## src/rtl/edge_fetcher_pkg.sv

```systemverilog
// edge_fetcher_pkg
//   Shared definitions for the graph-adjacency edge fetcher:
//   - default BlockRam geometry and edge-count limit
//   - FSM state encodings
//   - word-stride helper (bytes per BlockRam word)
//   No ports.

package edge_fetcher_pkg;

  localparam int DEFAULT_MADDR_WIDTH = 16;
  localparam int DEFAULT_MDATA_WIDTH = 32;
  localparam int DEFAULT_MAX_EDGES   = 64;

  typedef enum logic [2:0] {
    EF_IDLE    = 3'd0,
    EF_HDR_RD  = 3'd1,
    EF_CALC    = 3'd2,
    EF_EDGE_RD = 3'd3,
    EF_EMIT    = 3'd4,
    EF_DONE    = 3'd5
  } ef_state_t;

  // Byte stride between consecutive BlockRam words.
  function automatic int word_bytes(input int data_width);
    return data_width / 8;
  endfunction

endpackage

```

## src/rtl/edge_fetcher_mem_read_port.sv

```systemverilog
// mem_read_port
//   Read-request shaper for a BlockRam reader. The client raises req for as
//   long as it wants a word; mem_read_enable follows req, is held until
//   mem_read_ready, and is forced low for the cycle after every completed
//   read so back-to-back requests are always separated.
// Ports:
//   clock, reset       system clock (rising edge), synchronous active-high reset
//   req                client wants a read
//   mem_read_ready     BlockRam read-complete strobe
//   mem_read_enable    BlockRam read request
//   read_done          one-cycle strobe: read completed, data valid this cycle

module mem_read_port (
  input  logic clock,
  input  logic reset,
  input  logic req,
  input  logic mem_read_ready,
  output logic mem_read_enable,
  output logic read_done
);

  logic cooldown;

  assign mem_read_enable = req & ~cooldown;
  assign read_done       = mem_read_enable & mem_read_ready;

  // Remember that a read just finished so the next request waits a cycle.
  always_ff @(posedge clock) begin
    if (reset) cooldown <= 1'b0;
    else       cooldown <= read_done;
  end

endmodule

```

## src/rtl/edge_fetcher.sv

```systemverilog
// edge_fetcher
//   Reads a node header from BlockRam, then walks the node's edge list one
//   word at a time and streams (neighbour, weight) pairs over valid/ready.
//   Header word: [H-1:0] edge-list byte address, [W-1:H] edge count.
//   Edge word:   [H-1:0] neighbour,              [W-1:H] weight.
//   Optional bounds checking is compiled in with EDGE_FETCH_BOUNDS_CHECK_EN;
//   without it err is tied low and addresses wrap silently.
// Ports:
//   clock, reset                  clock (rising edge), synchronous active-high reset
//   start, node_index             launch a fetch (sampled only when idle)
//   busy, done                    activity flag, one-cycle completion pulse
//   mem_read_enable/ready, mem_addr, mem_read_data   BlockRam read side
//   edge_valid/ready, edge_node, edge_weight, edge_last   edge stream
//   err                           bounds error (optional feature)

module edge_fetcher import edge_fetcher_pkg::*; #(
  parameter int MADDR_WIDTH = DEFAULT_MADDR_WIDTH,
  parameter int MDATA_WIDTH = DEFAULT_MDATA_WIDTH,
  parameter int NODE_BASE   = 0,
  parameter int MAX_EDGES   = DEFAULT_MAX_EDGES
) (
  input  logic                     clock,
  input  logic                     reset,
  input  logic                     start,
  input  logic [MDATA_WIDTH/2-1:0] node_index,
  output logic                     busy,
  output logic                     done,
  output logic                     mem_read_enable,
  input  logic                     mem_read_ready,
  output logic [MADDR_WIDTH-1:0]   mem_addr,
  input  logic [MDATA_WIDTH-1:0]   mem_read_data,
  output logic                     edge_valid,
  input  logic                     edge_ready,
  output logic [MDATA_WIDTH/2-1:0] edge_node,
  output logic [MDATA_WIDTH/2-1:0] edge_weight,
  output logic                     edge_last,
  output logic                     err
);

  localparam int H  = MDATA_WIDTH / 2;
  localparam int WB = word_bytes(MDATA_WIDTH);
  localparam logic [MADDR_WIDTH-1:0] WB_ADDR   = MADDR_WIDTH'(WB);
  localparam logic [MADDR_WIDTH-1:0] BASE_ADDR = MADDR_WIDTH'(NODE_BASE);
  localparam logic [H-1:0]           ONE_H     = H'(1);

  if ((MDATA_WIDTH % 8) != 0 || MAX_EDGES < 1) begin : g_param_check
    $error("edge_fetcher: MDATA_WIDTH must be a multiple of 8 and MAX_EDGES positive");
  end

  ef_state_t state, state_next;

  logic [MADDR_WIDTH-1:0] start_addr;
  logic [H-1:0]           remaining;
  logic                   read_req;
  logic                   read_done;
  logic                   bounds_bad;

  mem_read_port u_read_port (
    .clock           (clock),
    .reset           (reset),
    .req             (read_req),
    .mem_read_ready  (mem_read_ready),
    .mem_read_enable (mem_read_enable),
    .read_done       (read_done)
  );

`ifdef EDGE_FETCH_BOUNDS_CHECK_EN
  // Widened so the end-of-list address cannot itself overflow. In CALC,
  // remaining still holds the full edge count from the header.
  localparam int EXT_W = MADDR_WIDTH + H + 4;
  logic [EXT_W-1:0] span_end;
  logic             err_q;

  assign span_end   = EXT_W'(start_addr) + EXT_W'(remaining) * EXT_W'(WB);
  assign bounds_bad = (EXT_W'(remaining) > EXT_W'(MAX_EDGES)) ||
                      (span_end > (EXT_W'(1) << MADDR_WIDTH));
  assign err        = err_q;

  // err is sticky through DONE and clears only on the next accepted start.
  always_ff @(posedge clock) begin
    if (reset)                              err_q <= 1'b0;
    else if (state == EF_IDLE && start)     err_q <= 1'b0;
    else if (state == EF_CALC && bounds_bad) err_q <= 1'b1;
  end
`else
  assign bounds_bad = 1'b0;
  assign err        = 1'b0;
`endif

  // State register.
  always_ff @(posedge clock) begin
    if (reset) state <= EF_IDLE;
    else       state <= state_next;
  end

  // Next-state logic; read requests are raised only in the two read states.
  always_comb begin
    state_next = state;
    read_req   = 1'b0;
    case (state)
      EF_IDLE:    if (start) state_next = EF_HDR_RD;
      EF_HDR_RD: begin
        read_req = 1'b1;
        if (read_done) state_next = EF_CALC;
      end
      EF_CALC: begin
        if (bounds_bad || remaining == '0) state_next = EF_DONE;
        else                               state_next = EF_EDGE_RD;
      end
      EF_EDGE_RD: begin
        read_req = 1'b1;
        if (read_done) state_next = EF_EMIT;
      end
      EF_EMIT: begin
        if (edge_ready) state_next = (remaining == '0) ? EF_DONE : EF_EDGE_RD;
      end
      EF_DONE:    state_next = EF_IDLE;
      default:    state_next = EF_IDLE;
    endcase
  end

  assign busy       = (state != EF_IDLE);
  assign done       = (state == EF_DONE);
  assign edge_valid = (state == EF_EMIT);

  // Datapath: address walk, remaining-edge counter and registered edge fields.
  // Edge fields are written only on a completed read, so they stay put while
  // the consumer stalls in EMIT.
  always_ff @(posedge clock) begin
    if (reset) begin
      mem_addr    <= '0;
      start_addr  <= '0;
      remaining   <= '0;
      edge_node   <= '0;
      edge_weight <= '0;
      edge_last   <= 1'b0;
    end else begin
      case (state)
        EF_IDLE: begin
          if (start) mem_addr <= BASE_ADDR + MADDR_WIDTH'(node_index) * WB_ADDR;
        end
        EF_HDR_RD: begin
          if (read_done) begin
            start_addr <= MADDR_WIDTH'(mem_read_data[H-1:0]);
            remaining  <= mem_read_data[MDATA_WIDTH-1:H];
          end
        end
        EF_CALC: mem_addr <= start_addr;
        EF_EDGE_RD: begin
          if (read_done) begin
            edge_node   <= mem_read_data[H-1:0];
            edge_weight <= mem_read_data[MDATA_WIDTH-1:H];
            edge_last   <= (remaining == ONE_H);
            remaining   <= remaining - ONE_H;
          end
        end
        EF_EMIT: begin
          if (edge_ready && remaining != '0) mem_addr <= mem_addr + WB_ADDR;
        end
        default: ;
      endcase
    end
  end

endmodule

```

## config.mk

```make
export PLATFORM = sky130hd
export DESIGN_NAME = edge_fetcher
export DESIGN_NICKNAME = d
export VERILOG_FILES = /design/src/rtl/edge_fetcher_pkg.sv /design/src/rtl/edge_fetcher_mem_read_port.sv /design/src/rtl/edge_fetcher.sv
export SDC_FILE = /design/constraint.sdc
export NUM_CORES = 1
export LEC_CHECK = 0
export ABC_CLOCK_PERIOD_IN_PS = 2750
export BUFFER_PORTS_ARGS = -buffer_cell sky130_fd_sc_hd__buf_2
export CORE_MARGIN = 3
export CORE_UTILIZATION = 50
export CTS_BUF_LIST = sky130_fd_sc_hd__clkbuf_16
export DETAILED_ROUTE_END_ITERATION = 6
export HOLD_SLACK_MARGIN = 0.05
export PLACE_DENSITY = 0.78
export SLEW_MARGIN = 20
export SYNTH_ARGS = -nofsm -noshare
export SYNTH_HDL_FRONTEND = slang
export SYNTH_SLANG_ARGS = --single-unit
export TNS_END_PERCENT = 100
```

## constraint.sdc

```tcl
create_clock -name clock -period 2.75 [get_ports clock]
set_clock_uncertainty 0.15 [all_clocks]
set_input_delay 0.55 -clock clock [delete_from_list [all_inputs] [get_ports clock]]
set_output_delay 0.55 -clock clock [all_outputs]
set_load 0.1 [all_outputs]
```

======== Yosys cells after proc, flatten, opt, wreduce, memory -nomap -nowiden ========
Index checks and enable logic that the tools add are counted.
Widths: inputs -> output; s select.
operators by class
  $add $sub $neg .......................... 2
  equality and inequality tests ........... 11
  mux-type cells .......................... 13
  bitwise operators ....................... 3
  reduce and logical (&&, ||, !) cells .... 13
operators with widths
  kind                   count
  $mux 16                4
  $pmux 16 s3            1
  $pmux 16 s2            1
  $add 16x3->16 const B  1
  $eq 16x1->1 const B    1
  $logic_not 16->1       1
  $reduce_bool 16->1     1
  $sub 16x1->16 const B  1
  $mux 3                 5
  $pmux 3 s5             1
  $eq 3x2->1 const B     2
  $eq 3x3->1 const B     2
  $ne 2x2->1 const B     3
  $reduce_and 3->1       2
  $reduce_bool 3->1      2
  $ne 2x1->1 const B     2
  $reduce_and 2->1       2
  $reduce_and 4->1       1
  $eq 3x1->1 const B     1
  $logic_not 3->1        1
  $and 1x1->1            2
  $reduce_bool 2->1      1
  $reduce_or 2->1        1
  $logic_and 1x1->1      1
  2 further kinds        2
storage, ports and cells
  register bits ........................... 85

======== Depth between registers and ports, before layout ========
Gate-level depths: netlist of the first run.
  depth in word-level cells ............... 7
  gate-level depth with buffers ........... 8
  gate-level depth less buffers ........... 7

======== Modules after synthesis ========
A second synthesis of the first run with hierarchy kept.
second synthesis, totals
  cells, all modules ...................... 553
  area, all modules ....................... 4,157.7 sq um
modules (own cells, without submodules)
  module         instances  cells an instance  area each (sq um)  sequential area each (sq um)
  edge_fetcher   1          549                4,106.4            1,681.6
  mem_read_port  1          4                  51.3               20.0

======== Worst setup path before layout of the first run ========
Ideal clock, no wire load.
  path type ............................... reg2reg
  start point ............................. reg state[1]
  end point ............................... reg mem_addr[13]
  setup time .............................. 0.132 ns
  arrival time ............................ 2.284 ns
  required time ........................... 2.468 ns
  path slack .............................. 0.184 ns
  stages on the path, launching flop included .. 9
  buffers on the path ..................... 2
  cell sequence ........................... dfxtp_1 -> buf_2 -> or3b_1 -> inv_1 -> nand2_1 -> o21a_1 -> buf_2 -> o21ai_0 -> a21oi_1
between the ends
  longest elaborated chain between the ends .. 3
  elaborated cells between the ends (all ways) .. 8
  those cells by class .................... eq/ne: 4; mux: 1; reduce/logical: 3
RTL lines
  element                                                    line                 text
  start: declaration                                         edge_fetcher.sv:50   ef_state_t state, state_next;
  start signal: assignment                                   edge_fetcher.sv:93   else state <= state_next;
  $eq 3x3->1 *                                               --
  via edge_valid                                             edge_fetcher.sv:32   output logic edge_valid,
  $ne 2x1->1 (no line) or $reduce_bool 3->1 (tied branches)  --
  $reduce_and 3->1 (no line)                                 --
  end signal: assignment                                     edge_fetcher.sv:140  if (start) mem_addr <= BASE_ADDR + MADDR_WIDTH'(node_index) * WB_ADDR;
  end signal: assignment                                     edge_fetcher.sv:148  EF_CALC: mem_addr <= start_addr;
  end signal: assignment                                     edge_fetcher.sv:158  if (edge_ready && remaining != '0) mem_addr <= mem_addr + WB_ADDR;
  end: declaration                                           edge_fetcher.sv:30   output logic [MADDR_WIDTH-1:0] mem_addr,
The timed path passes the listed nets; every way through them passes the cells marked *.
A chain may end at the register's enable or synchronous reset.

======== Worst setup path in the final report of the first run ========
  start point ............................. reg state[0]
  end point ............................... out done
between the ends
  longest elaborated chain between the ends .. 1
RTL lines
  element           line                 text
  $eq 3x3->1        edge_fetcher.sv:123  assign done = (state == EF_DONE);
  end: declaration  edge_fetcher.sv:27   output logic done,
No other way between the ends.

==> results.sh, run 1 <==
export IMPL_cpMaxStageDelayCell="dfxtp_1"
export IMPL_syn_to_final_growth_pct=22.9
export IMPL_crit_family="flip-flops"
export IMPL_synth_cells=531
export IMPL_numPortBuffers=103
export IMPL_post_cts_buffers=0
export IMPL_endpoint_kind="output port"
export IMPL_dieArea_um2=9250
export IMPL_fp_row_count=32
export IMPL_num_io_pins=107
export IMPL_viasPerCell=5.77
export IMPL_path_clk_slew_ns=0.07
export IMPL_seq_area_frac_synth_pct=41.8
export IMPL_syn_area_um2=4070
export IMPL_cp_num_buf_inv=1
export IMPL_setup_viol=0
export IMPL_cp_max_fo=15
export IMPL_period_share_pct=91.2
export IMPL_path_cells="nor2b_1 -> and2_1 -> buf_2"
export IMPL_rsz0062_at_grt="no"
export IMPL_cellLeakagePower_nw=2.02
export IMPL_cts_resized_gates=0
export IMPL_initial_core_util_pct=52.1
export IMPL_clk_insertion_delay_late_ns=0.33
export IMPL_slew_violations=0
export IMPL_fp_dieH_um=96.2
export IMPL_setup_worst_path_start_class="register"
export IMPL_arrival_ns=1.81
export IMPL_worstPathRequired_ns=2.05
export IMPL_wl_per_cell_um=15.4
export IMPL_ys_warn_count=0
export IMPL_yosys_cell_count_top_type="nand2_1"
export IMPL_root_buffer="clkbuf_16"
export IMPL_n_fill_cell=681
export IMPL_clockBufferDepth=2
export IMPL_total_power_mw=3.27
export IMPL_cts_hold_buffers=0
export IMPL_cp_slowest_stage_delay_ns=0.63
export IMPL_cts_buffers=9
export IMPL_cts_htree_levels=3
export IMPL_hpwl_um=7840
export IMPL_tns_ns=0
export IMPL_core_area_um2=7810
export IMPL_num_vias=4208
export IMPL_grt_max_degree=32
export IMPL_vdd_drop_max_uv=340
export IMPL_gr_total_overflow=0
export IMPL_ys_ff_latch=85
export IMPL_gp_congestion=0.900
export IMPL_critPathKind="register to output port"
export IMPL_synth_distinct_cells=60
export IMPL_drtAntennaViolNets=0
export IMPL_synth_commonest_cells="nand2_1, dfxtp_1, a21oi_1"
export IMPL_synth_area_top_cells="dfxtp_1, nand2_1, a21oi_1, a22o_1, nor2_1"
export IMPL_min_path_type="register to register"
export IMPL_drc=0
export IMPL_clock_sinks=85
export IMPL_grt_pass1_vias=3557
export IMPL_synth_top_cell_area_share_pct=41.8
export IMPL_synth_fp_nets=588
export IMPL_finalHoldViolations=0
export IMPL_synth_top_cell_by_area="dfxtp_1"
export IMPL_antenna_found_initial=0
export IMPL_slew_headroom_pct=56.3
export IMPL_cap_viol_max_count=0
export IMPL_powerDensity_nw_per_um2=655
export IMPL_die_w_um=96.2
export IMPL_fmax_mhz=399
export IMPL_wl_um=11200
export IMPL_drt_initial_drc_count=218
export IMPL_diodes=0
export IMPL_worst_pin_slew_ns=0.654
export IMPL_fin_crit_ns=2.51
export IMPL_synth_ff_type="dfxtp_1"
export IMPL_firstDrtPassIters=5
export IMPL_cts_tree="done"
export IMPL_grt_pass1_wl_um=17400
export IMPL_drive_above_1_share_pct=23.1
export IMPL_grt_util_all_layers_pct=23.8
export IMPL_avgSynthCellArea_um2=7.66
export IMPL_status="finished clean"
export IMPL_synth_edf_count=0
export IMPL_async_flop_share_pct=0
export IMPL_final_net_count=679
==> report_power, final <==
group	internal [mW]	switching, mW
Sequential	1.28	0.0605
Clock	0.715	0.531
Combinational	0.194	0.490
==> layer usage <==
layer | up-vias | track usage (%) | part of all wire, %
li1 | 2070 | - | -
met1 | 1957 | 34.2 | 46
met2 | 166 | 36.1 | 46
met3 | 15 | 4.38 | 6.6
met4 | 0 | 7.58 | 1.4
met5 | - | 0 | 0
==> flip-flops by register name, indices dropped and copies added (netlist names) <==
register,flops
edge_last,1
edge_node,16
edge_weight,16
mem_addr,16
remaining,16
start_addr,16
state,3
u_read_port.cooldown,1
==> layout make-up <==
| type | instances | area (um2) | area share (%) |
|---|---|---|---|
| tap | 102 | 128 | 2.55 |
| clock buffer | 9 | 225 | 4.51 |
| clock inverter | 7 | 80.1 | 1.60 |
| inverter | 5 | 18.8 | 0.376 |
| sequential | 85 | 1700 | 34.1 |
| timing repair buffer | 118 | 656 | 13.1 |
| multi-input combinational | 403 | 2190 | 43.8 |
==> worst paths after layout <==
kind | start | to | slack (ns) | cells past startpoint
max reg2reg | state[0] | mem_addr[5] | 0.40 | 6
min reg2reg | edge_weight[1] | edge_weight[1] | 0.30 | 2
max | state[0] | done | 0.24 | 3
min | edge_weight[1] | edge_weight[1] | 0.30 | 2
==> logic make-up (layout without fill, tap and decap cells) <==
group / Yosys count / after routing / synth area share, %
AND/OR/NAND/NOR: 221 / 221 / 25.1
AO/OA/AOI/OAI: 172 / 172 / 26.1
flip-flops: 85 / 85 / 41.8
buffers and inverters: 43 / 139 / 4.46
adder cells (fa/ha/maj): 4 / 4 / 1.23
XOR/XNOR: 3 / 3 / 0.646
multiplexers: 2 / 2 / 0.523
other: 1 / 1 / 0.0922
==> layout by cell type (no fill, tap or decap), types with 3 or more instances in the layout <==
| master | n |
|---|---|
| dfxtp_1 | 85 |
| inv_6 | 3 |
| a22o_1 | 17 |
| nand3_1 | 11 |
| clkbuf_16 | 9 |
| nor3_1 | 6 |
| ha_1 | 4 |
| nor2b_1 | 5 |
| a211oi_1 | 5 |
| or4_1 | 3 |
| a31oi_1 | 5 |
| buf_2 | 102 |
| a22oi_1 | 6 |
| a2bb2oi_1 | 3 |
| nand2_1 | 120 |
| a32oi_1 | 4 |
| and4_1 | 3 |
| buf_4 | 14 |
| inv_1 | 5 |
| a21oi_1 | 84 |
| nor2_1 | 36 |
| o21a_1 | 3 |
| nor4_1 | 5 |
| o21ai_0 | 25 |
| nand2b_1 | 6 |
| nor3b_1 | 4 |
| o221ai_1 | 5 |
==> worst register-to-register path, cell delays in order, from the launching register on <==
cell and delay (ns):
dfxtp_1 0.46, or3b_1 0.48, inv_1 0.20, nand2_1 0.12, o21ai_2 0.47, o221ai_1 0.22, a21oi_1 0.18
==> metrics by stage <==
| stage | hold slack (ns) | setup slack [ns] | cell area, um2 | utilization [%] | instances |
|---|---|---|---|---|---|
| floorplan | 0.286 | 0.184 | 4070 | - | 531 |
| global placement | 0.289 | 0.385 | 4690 | 60.1 | 713 |
| detailed placement | 0.297 | 0.247 | 4690 | 60.1 | 713 |
| CTS | 0.305 | 0.219 | 4990 | 64.0 | 729 |
| global route | 0.310 | 0.188 | 5000 | 64.0 | 729 |
| finish | 0.302 | 0.243 | 5000 | 64.0 | 729 |
(Power assumes the default switching activity.)
==> run 2, diff against run 1 <==
--- a/config.mk
+++ b/config.mk
@@ -9,7 +9,7 @@
 export BUFFER_PORTS_ARGS = -buffer_cell sky130_fd_sc_hd__buf_2
 export CORE_MARGIN = 3
 export CORE_UTILIZATION = 50
-export CTS_BUF_LIST = sky130_fd_sc_hd__clkbuf_16
+export CTS_BUF_LIST = sky130_fd_sc_hd__clkbuf_8 sky130_fd_sc_hd__clkbuf_16
 export DETAILED_ROUTE_END_ITERATION = 6
 export HOLD_SLACK_MARGIN = 0.05
 export PLACE_DENSITY = 0.78
==> run 2 against run 1 <==
Against the previous run:
- first-iteration DRC count up 11%
- combinational power about the same
- total power down 9.9%
- largest cell class unchanged
- core utilization down 1.3 points
- critical path depth unchanged
- cell count unchanged
- worst setup slack worse by 0.042 ns
- highest routed layer unchanged
- count of clock-buffer cells in the layout unchanged
==> results.sh, run 2 (same netlist as run 1, synthesis figures left out) <==
export IMPL_status="finished clean"
export IMPL_path_cells="nor2b_1 -> and2_1 -> buf_2"
export IMPL_internal_power_mw=1.91
export IMPL_combPwrFrac_pct=23.1
export IMPL_p_switching_mw=1.04
export IMPL_diodes=0
export IMPL_drc=0
export IMPL_final_common_cell="nand2_1"
export IMPL_cts_resized_gates=0
export IMPL_fin_crit_ns=2.55
export IMPL_vdd_drop_max_uv=353
export IMPL_initial_core_util_pct=52.1
export IMPL_die_w_um=96.2
export IMPL_cts_htree_levels=3
export IMPL_final_net_count=679
export IMPL_path_clk_slew_ns=0.09
export IMPL_hold_ws_ns=0.279
export IMPL_setup_worst_path_start_class="register"
export IMPL_wl_per_cell_um=15.2
export IMPL_fin_area_um2=4900
export IMPL_viasPerCell=5.72
export IMPL_fp_row_count=32
export IMPL_firstDrtPassIters=5
export IMPL_cp_num_buf_inv=1
export IMPL_numPortBuffers=103
export IMPL_cts_tree="done"
export IMPL_wl_um=11100
export IMPL_gp_congestion=0.900
export IMPL_cpMaxStageDelayCell="dfxtp_1"
export IMPL_syn_to_final_growth_pct=20.4
export IMPL_critPathKind="register to output port"
export IMPL_cts_buffers=9
export IMPL_powerDensity_nw_per_um2=603
export IMPL_antenna_found_initial=0
export IMPL_stdcell_count=729
export IMPL_slew_violations=0
export IMPL_core_area_um2=7810
export IMPL_rsz0062_at_grt="no"
export IMPL_cp_slowest_stage_delay_ns=0.64
export IMPL_endpoint_kind="output port"
export IMPL_period_share_pct=92.7
export IMPL_final_cell_mix="nand2_1, buf_2, dfxtp_1"
export IMPL_min_path_type="input pin to register"
export IMPL_cp_max_fo=15
export IMPL_hpwl_um=7840
export IMPL_fp_dieH_um=96.2
export IMPL_gr_total_overflow=0
export IMPL_cts_hold_buffers=0
export IMPL_p_sw_share_pct=35.4
export IMPL_clockBufferDepth=2
export IMPL_dieArea_um2=9250
export IMPL_slew_headroom_pct=57.4
export IMPL_drtAntennaViolNets=0
export IMPL_setup_viol=0
export IMPL_drive_above_1_share_pct=23.1
export IMPL_arrival_ns=1.85
export IMPL_cap_viol_max_count=0
export IMPL_drt_initial_drc_count=242
export IMPL_grt_pass1_wl_um=17200
export IMPL_worstPathRequired_ns=2.05
export IMPL_crit_family="flip-flops"
export IMPL_tns_ns=0
export IMPL_grt_max_degree=32
export IMPL_post_cts_buffers=0
export IMPL_seqPwrFrac_pct=45.5
export IMPL_finalHoldViolations=0
export IMPL_placed_area_um2=4690
export IMPL_num_io_pins=107
export IMPL_root_buffer="clkbuf_8"
export IMPL_clock_sinks=85
export IMPL_dpl_cell_count=713
export IMPL_grt_pass1_vias=3601
export IMPL_cellLeakagePower_nw=1.98
export IMPL_clkPwrFrac_pct=31.4
export IMPL_num_vias=4167
export IMPL_clk_insertion_delay_late_ns=0.36
export IMPL_fmax_mhz=392
export IMPL_grt_util_all_layers_pct=23.6
export IMPL_worst_pin_slew_ns=0.638
[run 2: final timing paths]
check	from	to	slack (ns)	depth (start not counted)
worst min-delay path	mem_read_data[13]	start_addr[13]	0.28	3
worst max-delay path	state[0]	done	0.20	3
worst max register to register	state[0]	mem_addr[3]	0.40	6
worst min register to register	edge_weight[1]	edge_weight[1]	0.30	2
[run 2: cell type report]
| cell class | count | area, um2 |
|---|---|---|
| Fill cell | 696 | 2910 |
| Multi-Input combinational cell | 403 | 2190 |
| Sequential cell | 85 | 1700 |
| Timing Repair Buffer | 118 | 656 |
| Tap cell | 102 | 128 |
| Clock buffer | 9 | 124 |
| Clock inverter | 7 | 80.1 |
| Inverter | 5 | 18.8 |
[run 2: per-stage QoR]
stage	utilization (%)	setup WS, ns	power [mW]
6_report	62.7	0.201	2.95
5_1_grt	62.7	0.145	3.08
4_1_cts	62.7	0.232	2.96
3_5_place_dp	60.1	0.247	2.04
3_3_place_gp	60.1	0.385	2.03
2_1_floorplan	-	0.184	1.88
[run 2: power by group through the flow]
stage	logic [mW]	registers [mW]	clock network [mW]
floorplan	0.356	1.52	0
global placement	0.663	1.37	0
detailed placement	0.673	1.37	0
CTS	0.678	1.34	0.942
global route	0.733	1.35	0.990
finish	0.682	1.34	0.926
[run 2: metal layers]
layer / global-route usage [%] / vias to the layer above / routed length, um
li1: - / 2063 / -
met1: 33.4 / 1929 / 5070
met2: 35.4 / 164 / 5050
met3: 4.22 / 11 / 804
met4: 9.36 / 0 / 153
met5: 0 / - / 0
[run 2: worst reg2reg max path, cell delays in order, from the launching register on]
cell and delay (ns):
dfxtp_1 0.47, or3b_1 0.49, inv_1 0.20, nand2_1 0.11, o21ai_2 0.46, o221ai_1 0.22
a21oi_1 0.17
==> run 3, diff against run 2 <==
--- a/config.mk
+++ b/config.mk
@@ -12,7 +12,7 @@
 export CTS_BUF_LIST = sky130_fd_sc_hd__clkbuf_8 sky130_fd_sc_hd__clkbuf_16
 export DETAILED_ROUTE_END_ITERATION = 6
 export HOLD_SLACK_MARGIN = 0.05
-export PLACE_DENSITY = 0.78
+export PLACE_DENSITY = 0.76
 export SLEW_MARGIN = 20
 export SYNTH_ARGS = -nofsm -noshare
 export SYNTH_HDL_FRONTEND = slang
==> run 3 against run 2 <==
Against the previous run:
- first-iteration DRC count up 1.7%
- hold slack worse by 0.010 ns
- critical path depth did not move
- combinational power fell by 0.9%
- maximum frequency rose by 1.4%
- cell count decreased by 0.27%
- cell area decreased by 0.49%
- worst setup slack improved by 0.034 ns
- sequential power is essentially flat
==> results.sh, run 3 (same netlist as run 1, synthesis figures left out) <==
export IMPL_crit_family="flip-flops"
export IMPL_grt_pass1_vias=3567
export IMPL_total_power_mw=2.91
export IMPL_cellLeakagePower_nw=1.97
export IMPL_core_area_um2=7810
export IMPL_arrival_ns=1.81
export IMPL_cts_buffers=9
export IMPL_rsz0062_at_grt="no"
export IMPL_tns_ns=0
export IMPL_dieArea_um2=9250
export IMPL_diodes=0
export IMPL_fp_dieH_um=96.2
export IMPL_grt_pass1_wl_um=17300
export IMPL_min_path_type="input pin to register"
export IMPL_wl_um=11000
export IMPL_worstPathRequired_ns=2.05
export IMPL_root_buffer="clkbuf_8"
export IMPL_fin_ws_ns=0.235
export IMPL_cpMaxStageDelayCell="dfxtp_1"
export IMPL_firstDrtPassIters=5
export IMPL_fmax_mhz=398
export IMPL_hpwl_um=7830
export IMPL_gp_congestion=0.872
export IMPL_critPathKind="register to output port"
export IMPL_cts_htree_levels=3
export IMPL_vdd_drop_max_uv=377
export IMPL_post_cts_buffers=0
export IMPL_path_cells="nor2b_1 -> and2_1 -> buf_2"
export IMPL_cts_tree="done"
export IMPL_fp_row_count=32
export IMPL_final_common_cell="nand2_1"
export IMPL_final_net_count=677
export IMPL_cp_max_fo=15
export IMPL_num_io_pins=107
export IMPL_final_util_pct=62.4
export IMPL_final_cell_mix="nand2_1, buf_2, dfxtp_1"
export IMPL_drt_initial_drc_count=246
export IMPL_initial_core_util_pct=52.1
export IMPL_syn_to_final_growth_pct=19.8
export IMPL_die_w_um=96.2
export IMPL_wl_per_cell_um=15.1
export IMPL_antenna_found_initial=0
export IMPL_drtAntennaViolNets=0
export IMPL_fin_crit_ns=2.51
export IMPL_status="finished clean"
export IMPL_setup_viol=0
export IMPL_clock_sinks=85
export IMPL_viasPerCell=5.74
export IMPL_numPortBuffers=103
export IMPL_finalHoldViolations=0
export IMPL_pre_cts_ws_ns=0.303
export IMPL_endpoint_kind="output port"
export IMPL_cap_viol_max_count=0
export IMPL_cts_hold_buffers=0
export IMPL_cp_slowest_stage_delay_ns=0.64
export IMPL_num_vias=4172
export IMPL_setup_worst_path_start_class="register"
export IMPL_path_clk_slew_ns=0.11
export IMPL_cts_resized_gates=0
export IMPL_drc=0
export IMPL_worst_pin_slew_ns=0.707
export IMPL_grt_util_all_layers_pct=23.6
export IMPL_period_share_pct=91.4
export IMPL_gr_total_overflow=0
export IMPL_drive_above_1_share_pct=22.9
export IMPL_powerDensity_nw_per_um2=598
export IMPL_slew_violations=0
export IMPL_slew_headroom_pct=52.8
export IMPL_clk_insertion_delay_late_ns=0.37
export IMPL_clockBufferDepth=2
export IMPL_grt_max_degree=57
export IMPL_cp_num_buf_inv=1
-- run 3: worst paths after layout --
path	start	endpoint	slack [ns]	cells past startpoint
max	state[0]	done	0.24	3
min	mem_read_data[0]	edge_node[0]	0.27	3
max reg2reg	state[0]	mem_addr[2]	0.36	6
min reg2reg	edge_weight[8]	edge_weight[8]	0.31	2
-- run 3: worst reg2reg max path: stages (launching register included) --
cell      delay [ns]
dfxtp_1         0.47
or3b_1          0.48
inv_1           0.21
nand2_1         0.13
o21ai_2         0.47
o221ai_1        0.23
a21oi_1         0.18
-- run 3: metal layers --
metal | up-vias | track usage [%] | wire (um)
met1 | 1930 | 35.2 | 5110
met3 | 11 | 5.32 | 838
met4 | 0 | 6.16 | 106
li1 | 2067 | - | -
met2 | 164 | 34.1 | 4920
met5 | - | 0 | 0
-- run 3: stage by stage --
step	area (um2)	hold slack, ns	std cells
2_1_floorplan	4070	0.286	531
6_report	4870	0.269	727
5_1_grt	4870	0.270	727
3_5_place_dp	4670	0.293	711
3_3_place_gp	4670	0.288	711
4_1_cts	4870	0.264	727
-- run 3: layout make-up --
class	instances	area (um2)
Timing Repair Buffer	116	641
Tap cell	102	128
Inverter	5	18.8
Multi-Input combinational cell	403	2190
Sequential cell	85	1700
Fill cell	741	2940
Clock inverter	7	71.3
Clock buffer	9	124
-- run 3: where the power goes --
group / switching [mW] / internal (mW)
Clock: 0.531 / 0.362
Combinational: 0.485 / 0.191
Sequential: 0.0605 / 1.28
Total: 1.08 / 1.84
